**src/rtl/alu_pipe_pkg.sv**
```systemverilog
// alu_pipe_pkg: opcode and flag definitions shared by the pipelined ALU.
// Build option: ALU_FWD_EN selects operand forwarding instead of issue stalls.
package alu_pipe_pkg;

    typedef enum logic [3:0] {
        FN_ADD   = 4'd0,
        FN_SUB   = 4'd1,
        FN_MUL   = 4'd2,
        FN_PASSA = 4'd3,
        FN_PASSB = 4'd4,
        FN_AND   = 4'd5,
        FN_OR    = 4'd6,
        FN_XOR   = 4'd7,
        FN_NOTA  = 4'd8,
        FN_NOTB  = 4'd9,
        FN_SRL1  = 4'd10,
        FN_SLL1  = 4'd11,
        FN_SRA1  = 4'd12,
        FN_SLTU  = 4'd13,
        FN_LDI   = 4'd14,
        FN_CLR   = 4'd15
    } func_e;

    localparam int FLAG_CARRY = 0;
    localparam int FLAG_ZERO  = 1;
    localparam int NUM_FLAGS  = 2;

    // LDI carries its immediate in the source-index fields, so it never
    // depends on register contents and can never be a hazard consumer.
    function automatic logic reads_sources(input func_e f);
        return f != FN_LDI;
    endfunction

endpackage

```
**src/rtl/alu_pipe_exec.sv**
```systemverilog
// alu_pipe_exec: combinational function unit of the pipelined ALU.
// Produces the DW-bit result and the carry/borrow flag for one operation.
module alu_pipe_exec
    import alu_pipe_pkg::*;
#(
    parameter int DW = 16
) (
    input  logic [DW-1:0] a,
    input  logic [DW-1:0] b,
    input  func_e         func,
    input  logic [DW-1:0] imm,
    output logic [DW-1:0] result,
    output logic          carry
);

    logic [2*DW-1:0] product;
    logic [DW:0]     sum;
    logic [DW:0]     diff;

    // Evaluate the selected operation; operations without a carry rule leave carry low.
    always_comb begin
        product = {{DW{1'b0}}, a} * {{DW{1'b0}}, b};
        sum     = {1'b0, a} + {1'b0, b};
        diff    = {1'b0, a} - {1'b0, b};
        result  = '0;
        carry   = 1'b0;
        case (func)
            FN_ADD: begin
                result = sum[DW-1:0];
                carry  = sum[DW];
            end
            FN_SUB: begin
                result = diff[DW-1:0];
                carry  = diff[DW];
            end
            FN_MUL: begin
                result = product[DW-1:0];
                carry  = |product[2*DW-1:DW];
            end
            FN_PASSA: result = a;
            FN_PASSB: result = b;
            FN_AND:   result = a & b;
            FN_OR:    result = a | b;
            FN_XOR:   result = a ^ b;
            FN_NOTA:  result = ~a;
            FN_NOTB:  result = ~b;
            FN_SRL1: begin
                result = {1'b0, a[DW-1:1]};
                carry  = a[0];
            end
            FN_SLL1: begin
                result = {a[DW-2:0], 1'b0};
                carry  = a[DW-1];
            end
            FN_SRA1:  result = {a[DW-1], a[DW-1:1]};
            FN_SLTU:  result = {{(DW-1){1'b0}}, (a < b)};
            FN_LDI:   result = imm;
            default:  result = '0;
        endcase
    end

endmodule

```
**src/rtl/alu_pipe_param.sv**
```systemverilog
// alu_pipe_param: three-stage (ID/EX/WB) pipelined ALU with register file and
// write-through data memory. Build option ALU_FWD_EN: when defined, dependent
// operands are bypassed from the ID-stage ALU output or the EX result register
// and the block never stalls; otherwise in_ready drops until the producer retires.
module alu_pipe_param
    import alu_pipe_pkg::*;
#(
    parameter int DW = 16,
    parameter int RW = 4,
    parameter int AW = 8
) (
    input  logic          clk1,
    input  logic          rst_n,
    input  logic          in_valid,
    output logic          in_ready,
    input  logic [RW-1:0] rs1,
    input  logic [RW-1:0] rs2,
    input  logic [RW-1:0] rd,
    input  logic [3:0]    func,
    input  logic [AW-1:0] addr,
    output logic          out_valid,
    output logic [DW-1:0] z,
    output logic [RW-1:0] z_rd,
    output logic [AW-1:0] z_addr,
    output logic          carry,
    output logic          zero,
    input  logic [RW-1:0] rf_raddr,
    output logic [DW-1:0] rf_rdata,
    input  logic [AW-1:0] mem_raddr,
    output logic [DW-1:0] mem_rdata
);

    localparam int NREG = 2 ** RW;
    localparam int NMEM = 2 ** AW;

    logic [DW-1:0] regbank [NREG];
    logic [DW-1:0] mem [NMEM];

    // ID stage
    logic          id_valid;
    logic [DW-1:0] id_a;
    logic [DW-1:0] id_b;
    logic [DW-1:0] id_imm;
    logic [RW-1:0] id_rd;
    logic [AW-1:0] id_addr;
    func_e         id_func;

    // EX stage
    logic          ex_valid;
    logic [DW-1:0] ex_result;
    logic          ex_carry;
    logic [RW-1:0] ex_rd;
    logic [AW-1:0] ex_addr;

    // WB stage flags
    logic [NUM_FLAGS-1:0] wb_flags;

    func_e         in_func;
    logic          uses_src;
    logic          accept;
    logic [DW-1:0] imm_in;
    logic [DW-1:0] op_a;
    logic [DW-1:0] op_b;
    logic [DW-1:0] alu_result;
    logic          alu_carry;
    logic          a_hit_id;
    logic          a_hit_ex;
    logic          b_hit_id;
    logic          b_hit_ex;

    assign in_func  = func_e'(func);
    assign uses_src = reads_sources(in_func);
    assign imm_in   = DW'({rs1, rs2});

    // An older instruction in ID or EX that targets a source register is a
    // pending producer; rd == rs within the same instruction is not.
    assign a_hit_id = uses_src && id_valid && (rs1 == id_rd);
    assign a_hit_ex = uses_src && ex_valid && (rs1 == ex_rd);
    assign b_hit_id = uses_src && id_valid && (rs2 == id_rd);
    assign b_hit_ex = uses_src && ex_valid && (rs2 == ex_rd);

`ifdef ALU_FWD_EN
    assign in_ready = 1'b1;
`else
    logic hazard;
    assign hazard   = a_hit_id || a_hit_ex || b_hit_id || b_hit_ex;
    assign in_ready = !hazard;
`endif

    assign accept = in_valid && in_ready;

    // Operand selection: register file by default, youngest producer first when bypassing.
    always_comb begin
        op_a = regbank[rs1];
        op_b = regbank[rs2];
`ifdef ALU_FWD_EN
        if (a_hit_id) begin
            op_a = alu_result;
        end else if (a_hit_ex) begin
            op_a = ex_result;
        end
        if (b_hit_id) begin
            op_b = alu_result;
        end else if (b_hit_ex) begin
            op_b = ex_result;
        end
`endif
    end

    alu_pipe_exec #(.DW(DW)) u_exec (
        .a      (id_a),
        .b      (id_b),
        .func   (id_func),
        .imm    (id_imm),
        .result (alu_result),
        .carry  (alu_carry)
    );

    // ID register: capture operands and control for an accepted instruction.
    always_ff @(posedge clk1 or negedge rst_n) begin
        if (!rst_n) begin
            id_valid <= 1'b0;
            id_a     <= '0;
            id_b     <= '0;
            id_imm   <= '0;
            id_rd    <= '0;
            id_addr  <= '0;
            id_func  <= FN_ADD;
        end else begin
            id_valid <= accept;
            if (accept) begin
                id_a    <= op_a;
                id_b    <= op_b;
                id_imm  <= imm_in;
                id_rd   <= rd;
                id_addr <= addr;
                id_func <= in_func;
            end
        end
    end

    // EX register: hold the function-unit result and carry for retirement.
    always_ff @(posedge clk1 or negedge rst_n) begin
        if (!rst_n) begin
            ex_valid  <= 1'b0;
            ex_result <= '0;
            ex_carry  <= 1'b0;
            ex_rd     <= '0;
            ex_addr   <= '0;
        end else begin
            ex_valid <= id_valid;
            if (id_valid) begin
                ex_result <= alu_result;
                ex_carry  <= alu_carry;
                ex_rd     <= id_rd;
                ex_addr   <= id_addr;
            end
        end
    end

    // WB register: publish the retired result and its flags.
    always_ff @(posedge clk1 or negedge rst_n) begin
        if (!rst_n) begin
            out_valid <= 1'b0;
            z         <= '0;
            z_rd      <= '0;
            z_addr    <= '0;
            wb_flags  <= '0;
        end else begin
            out_valid <= ex_valid;
            if (ex_valid) begin
                z                    <= ex_result;
                z_rd                 <= ex_rd;
                z_addr               <= ex_addr;
                wb_flags[FLAG_CARRY] <= ex_carry;
                wb_flags[FLAG_ZERO]  <= (ex_result == '0);
            end
        end
    end

    assign carry = wb_flags[FLAG_CARRY];
    assign zero  = wb_flags[FLAG_ZERO];

    // Register file: cleared by reset, written by each retiring instruction.
    always_ff @(posedge clk1 or negedge rst_n) begin
        if (!rst_n) begin
            for (int i = 0; i < NREG; i++) begin
                regbank[i] <= '0;
            end
        end else if (ex_valid) begin
            regbank[ex_rd] <= ex_result;
        end
    end

    // Data memory: write-through of every retiring result, contents survive reset.
    always_ff @(posedge clk1) begin
        if (ex_valid) begin
            mem[ex_addr] <= ex_result;
        end
    end

    assign rf_rdata  = regbank[rf_raddr];
    assign mem_rdata = mem[mem_raddr];

endmodule
```
**config.mk**
```make
export PLATFORM = sky130hd
export DESIGN_NAME = alu_pipe_param
export DESIGN_NICKNAME = d
export VERILOG_FILES = /design/src/rtl/alu_pipe_pkg.sv /design/src/rtl/alu_pipe_exec.sv /design/src/rtl/alu_pipe_param.sv
export SDC_FILE = /design/constraint.sdc
export NUM_CORES = 2
export LEC_CHECK = 0
export ABC_CLOCK_PERIOD_IN_PS = 6300
export CORE_UTILIZATION = 55
export CTS_CLUSTER_SIZE = 20
export DETAILED_ROUTE_END_ITERATION = 8
export DONT_BUFFER_PORTS = 1
export GPL_TIMING_DRIVEN = 0
export PLACE_DENSITY = 0.73
export RECOVER_POWER = 25
export SETUP_SLACK_MARGIN = 0.4
export SLEW_MARGIN = 5
export SYNTH_ARGS = -nofsm -noshare
export SYNTH_HDL_FRONTEND = slang
export SYNTH_SLANG_ARGS = --single-unit
```
**constraint.sdc**
```tcl
create_clock -name clk1 -period 6.3 [get_ports clk1]
set_input_delay 0 -clock clk1 [delete_from_list [all_inputs] [get_ports clk1]]
set_output_delay 0 -clock clk1 [all_outputs]
set_load 0.01 [all_outputs]
```
## Word-level counts from Yosys, hierarchy flattened

Memories as Yosys holds them, arrays and structs flattened.
Index checks and enable logic that the tools add are counted.

| storage, ports and cells | value |
|---|---|
| bits in registers | 374 |
| memory bits (writable) | 4,096 |
| input port bits | 39 |
| output and inout port bits | 64 |
| logic and storage cells | 102 |
| memories | 1 |

Memories:

| memory | words | width | read ports | clocked after Yosys merged registers in | write ports | line | RTL |
|---|---|---|---|---|---|---|---|
| mem | 256 | 16 | 1 | 0 | 1 | alu_pipe_param.sv:37 | `logic [DW-1:0] mem [NMEM];` |

| operators by class | value |
|---|---|
| add/sub/neg operators | 2 |
| $mul | 1 |
| $lt $le $gt $ge | 6 |
| equal/unequal tests | 19 |
| muxes and demuxes | 16 |
| bitwise logic cells | 9 |
| reduce and logical (&&, ||, !) cells | 15 |

Operator list:

| kind | count |
|---|---|
| $bwmux W256 | 1 |
| $pmux W16 S15 | 1 |
| $bmux W16 S4 | 3 |
| $mux W16 | 7 |
| $demux W16 S4 | 1 |
| $mul A16 B16 Y32 | 1 |
| $not A16 Y16 | 2 |
| $eq A4 B4 Y1 const B | 7 |
| $ge A5 B5 Y1 const B | 4 |
| $not A4 Y5 | 4 |
| $add A16 B16 Y17 | 1 |
| $sub A16 B16 Y17 | 1 |
| $and A16 B16 Y16 | 1 |
| $eq A4 B3 Y1 const B | 4 |
| $eq A4 B4 Y1 | 4 |
| $logic_not A16 Y1 | 1 |
| $lt A16 B16 Y1 | 1 |
| $or A16 B16 Y16 | 1 |
| $reduce_or A16 Y1 | 1 |
| $xor A16 B16 Y16 | 1 |
| $eq A4 B2 Y1 const B | 2 |
| $logic_and A1 B1 Y1 | 8 |
| $lt A5 B1 Y1 const B | 1 |
| $pmux W1 S5 | 1 |
| 6 further kinds | 9 |

## Longest topological paths before layout

| depth | value |
|---|---|
| depth after elaboration | 8 |
| mapped depth | 26 |
| gate-level depth less buffers | 24 |

## Modules after synthesis

Synthesis repeated with hierarchy kept, for this count alone.

| second synthesis, totals | value |
|---|---|
| cell total of the unflattened synthesis | 9,910 |
| area total of the unflattened synthesis | 189,758.2 um^2 |

Modules (own cells, without submodules):

| module | instances | cells an instance | area each (um^2) |
|---|---|---|---|
| alu_pipe_param | 1 | 8,420 | 178,437.4 |
| alu_pipe_exec | 1 | 1,490 | 11,320.9 |

## Worst setup path before layout

Ideal clock, no wire load.

| timing | value |
|---|---|
| path type | register to register |
| from | reg id_b[1] |
| to | reg ex_carry |
| setup time | 133 ps |
| data arrival time | 6,272 ps |
| data required time | 6,167 ps |
| path slack | -105 ps |
| cell stages (with the launch flop) | 22 |
| period minus slack after synthesis | 6,405 ps |
| cells stage by stage | dfrtp_1 clkbuf_1 nand2_1 fa_1 fa_1 fa_1 fa_1 inv_1 fa_1 inv_1 fa_1 inv_1 ha_1 and3_1 a221o_1 or3_1 o21bai_1 mux2i_1 nand4_1 nor4_1 nor4b_1 a21oi_1 |

| between the ends | value |
|---|---|
| word-level cells in the longest chain between the ends | 3 |
| elaborated cells on any way between the ends | 5 |
| classes of those cells | add/sub (2); mul (1); mux (1); reduce/logical (1) |

RTL lines:

| what | line | RTL |
|---|---|---|
| start, declared | alu_pipe_param.sv:42 | `logic [DW-1:0] id_b;` |
| start signal, assigned | alu_pipe_param.sv:133 | `id_b <= op_b;` |
| $mul A16 B16 Y32 | alu_pipe_exec.sv:22 | `product = {{DW{1'b0}}, a} * {{DW{1'b0}}, b};` |
| $reduce_or A16 Y1 | alu_pipe_exec.sv:38 | `carry = \|product[2*DW-1:DW];` |
| $pmux W1 S5 (*) | alu_pipe_exec.sv:27 | `case (func)` |
| end signal, assigned | alu_pipe_param.sv:154 | `ex_carry <= alu_carry;` |
| end, declared | alu_pipe_param.sv:51 | `logic ex_carry;` |

Every way passes the cells marked *; elsewhere a longest branch is shown, timed or not.
A chain may end at the register's enable or synchronous reset.

## Worst setup path in the final report

| timing | value |
|---|---|
| from | reg id_a[6] |
| to | reg ex_carry |

| between the ends | value |
|---|---|
| word-level cells in the longest chain between the ends | 3 |
| elaborated cells on any way between the ends | 5 |
| classes of those cells | add/sub (2); mul (1); mux (1); reduce/logical (1) |

RTL lines:

| what | line | RTL |
|---|---|---|
| start, declared | alu_pipe_param.sv:41 | `logic [DW-1:0] id_a;` |
| start signal, assigned | alu_pipe_param.sv:132 | `id_a <= op_a;` |
| $mul A16 B16 Y32 | alu_pipe_exec.sv:22 |  |
| $reduce_or A16 Y1 | alu_pipe_exec.sv:38 |  |
| $pmux W1 S5 (*) | alu_pipe_exec.sv:27 |  |

Marks and branches as above.

==> key figures <==
Outcome
  – Status: finished with violations
  – Violations in the final reports: design-rule violations, negative hold slack, max-capacitance violations, max-slew violations, negative setup slack

Clocking
  – CTS Buffer Depth: 4
  – CTS Hold Buffers Added: 33
  – H-tree depth: 5
  – Sink Count: 4,470
  – CTS Root Cell: clkbuf_16
  – TritonCTS clock tree: built
  – TritonCTS buffer count: 428
  – Worst skew pair latency: 1020 ps
  – Clk slew on worst S/H paths: 70 ps

Logic synthesis
  – Mapped Avg Cell Area: 21.2 um^2
  – #FFs+latches synth: 4,470
  – Post-Syn Area: 0.188 mm^2
  – FFs w/ async S/R, synth: 8.37%
  – Post-synth cell types: 74
  – Synth Instances: 8,865
  – Sequential cell area fraction in the yosys report: 70.5%
  – Top_reg_cell synth: edfxtp_1
  – YS warnings: 0
  – Post-synth EDFFs: 4,096
  – Synth Net Count: 9,252

Floorplan
  – Total core area: 0.340 mm^2
  – Site Rows: 214
  – Die Height: 586 um
  – Initial Util: 55.2%
  – Die X: 586 um
  – I/O pins: 103
  – Die area: 0.344 mm^2

Global route
  – GRT overflow: 0
  – Initial antenna violation count: 57
  – Largest net degree at the start of global routing: 375
  – Number of global-route vias before repair: 98,400
  – Gr usage total: 31.7%
  – First-pass GRT wire length: 757,000 um

Final layout
  – Utilization after layout: 62.7%
  – Finished Layout Cells: 14,500
  – # fillers: 22,200
  – Share of layout cells above drive strength 1: 33.0%
  – Most common cell after layout, fill and taps aside: edfxtp_1
  – Layout area overhead: 13.5%
  – Most frequent cells in the layout: 4,096 x edfxtp_1, 1,598 x mux4_2, 433 x clkbuf_16
  – Final-stage net count: 9,968

Power
  – Worst vdd ir: 0.388 mV
  – Power Dens Cells: 398 mW/mm^2
  – Leakage power: 69.6 nW

Place
  – PortBufs: 0
  – Final HPWL DP: 365,000 um
  – DP Cell Count: 13,600
  – GP Congestion: 0.971
  – DP Worst Slack: -1670 ps

Detailed routing
  – Total Routed Length: 541,000 um
  – Pre-antenna DRT Iters: 8
  – Drt first-iter violations: 15,000
  – Via-to-Cell Ratio: 6.83
  – Via Count: 99,200
  – Final ANT Viol Nets: 0
  – DRC Markers: 6
  – WL/cell: 37.3 um

Critical path
  – Worst path max stage delay: 560 ps
  – Slowest CP cell: fa_1
  – Reg2Reg Setup Slack: -480 ps
  – Most used cell, CP: fa_1
  – Crit Reg-Reg Startpoint: id_a[6]
  – WP depth: 23
  – Crit end category: flop
  – Setup crit start kind: flop
  – CP arrival: 7560 ps
  – Critical path origin: id_a[6]
  – Peak fanout along the critical path: 10
  – Buf/Inv on CP: 6
  – Worst Reg-to-Reg Cells: 23
  – Cell breakdown of the critical path: clkbuf_8, inv_1, nor2_1, fa_1, inv_1, fa_1, fa_1, fa_1, inv_1, fa_1, inv_1, fa_1, inv_2, ha_4, and3_4, a221o_1, or3_4, o21bai_4, o2111a_1, o32ai_1, nor4_2, nor4b_4, a21oi_2
  – CP Class: flop to flop
  – Req. time, crit path: 7070 ps
  – CP delay by family, top: adder cells

STA
  – Final setup violating endpoints: 50
  – Max-slew headroom: -183%
  – Final clock period utilization by the worst path: 108%
  – Clock skew: 96.7 ps
  – Crit path time final: 6780 ps
  – Final hold slack: -1270 ps
  – Post-route setup slack: -485 ps
  – Achievable frequency: 0.147 GHz
  – Least-Margin Pin Slew: 4240 ps
  – Hold Fails Final Rpt: 374
  – Final Max Tran Viols: 2,191
  – Unrepaired setup endpoints after global routing: yes

Worst hold path
  – Hold Path Class: primary input to async pin

Run
  – Max_cap viols: 37
path summary, 6_finish.rpt:
| check | end |
|---|---|
| worst max-delay path | ex_carry |
| worst min-delay path | regbank[24] |
| worst max register to register | ex_carry |
| worst min register to register | ex_valid |
| max in group asynchronous | ex_result[15] |
| min in group clk1 | id_a[4] |
stage by stage:
stage / power [mW] / hold WS [ps] / cell area (um^2) / TNS [ps]
after global placement: 58.2 / -288 / 193000 / -7660870
after detailed placement: 58.0 / -289 / 198000 / -7170
after floorplan: 50.0 / -296 / 188000 / 0
final: 84.7 / -1270 / 213000 / -4040
after global routing: 86.9 / -1310 / 213000 / -7150
after CTS: 84.0 / -1340 / 213000 / -1090
power by group:
group	switching [mW]	leakage [nW]	total, mW	internal, mW
clock	11.3	6.90	26.0	14.7
combinational	12.9	20.6	19.4	6.46
sequential	1.93	42.1	39.3	37.4
total	26.2	69.6	84.7	58.5
cell usage after synthesis (43+ instances only):
cell type / count / area (um^2)
buf_1: 116 / 435
nand2_1: 280 / 1050
fa_1: 196 / 3920
nand3_1: 43 / 215
inv_1: 248 / 931
buf_2: 63 / 315
dfrtp_1: 374 / 9360
clkbuf_1: 380 / 1430
mux2_2: 328 / 3690
a21oi_1: 83 / 415
ha_1: 152 / 1900
nor2_1: 455 / 1710
o21ai_0: 58 / 290
mux4_2: 1598 / 36000
edfxtp_1: 4096 / 123000
sequential cells by signal, summed over array words and instances (netlist names), 2 cells and up:
name and cells:
ex_addr 8, z 16, mem 4096, id_addr 8, id_a 16, id_imm 8, regbank 256, id_b 16
id_rd 4, id_func 4, z_addr 8, ex_rd 4, wb_flags 2, z_rd 4, ex_result 16
per-layer routing:
metal  global-route usage, %  vias up  part of all wire, %
li1                        -    38100                    -
met5                       0        -                0.051
met1                    43.8    52600                   36
met3                    9.39     1182                   13
met4                    13.6       34                  5.1
met2                    47.6     7255                   46
repair_timing:
item,CTS,global route
resized for setup,85,72
setup endpoints to repair,9,7
buffers inserted,9,13
pin swaps,2,12
hold endpoints to repair,394,374
final cells by class:
| cell class | instances | area, um^2 | area share (%) |
|---|---|---|---|
| clock buffer | 525 | 11300 | 5.31 |
| multi-input combinational | 3568 | 53000 | 24.9 |
| tap | 4536 | 5680 | 2.66 |
| clock inverter | 271 | 2790 | 1.31 |
| timing repair buffer | 286 | 4170 | 1.96 |
| sequential | 4470 | 132000 | 62.2 |
| buffer | 561 | 2470 | 1.16 |
| antenna | 28 | 70.1 | 0.0329 |
| inverter | 266 | 1060 | 0.497 |
cells by family (layout without fill, tap and decap cells):
kind of cell	after synthesis	in the layout	synth area share (%)
flops	4470	4470	70.5
fa+ha+maj	348	348	3.10
other cells	0	28	0
xor+xnor	36	36	0.168
compound gates	322	322	1.18
buf+inv	827	1909	1.70
simple gates	913	913	2.04
mux	1949	1949	21.3
(Power assumes the default switching activity.)
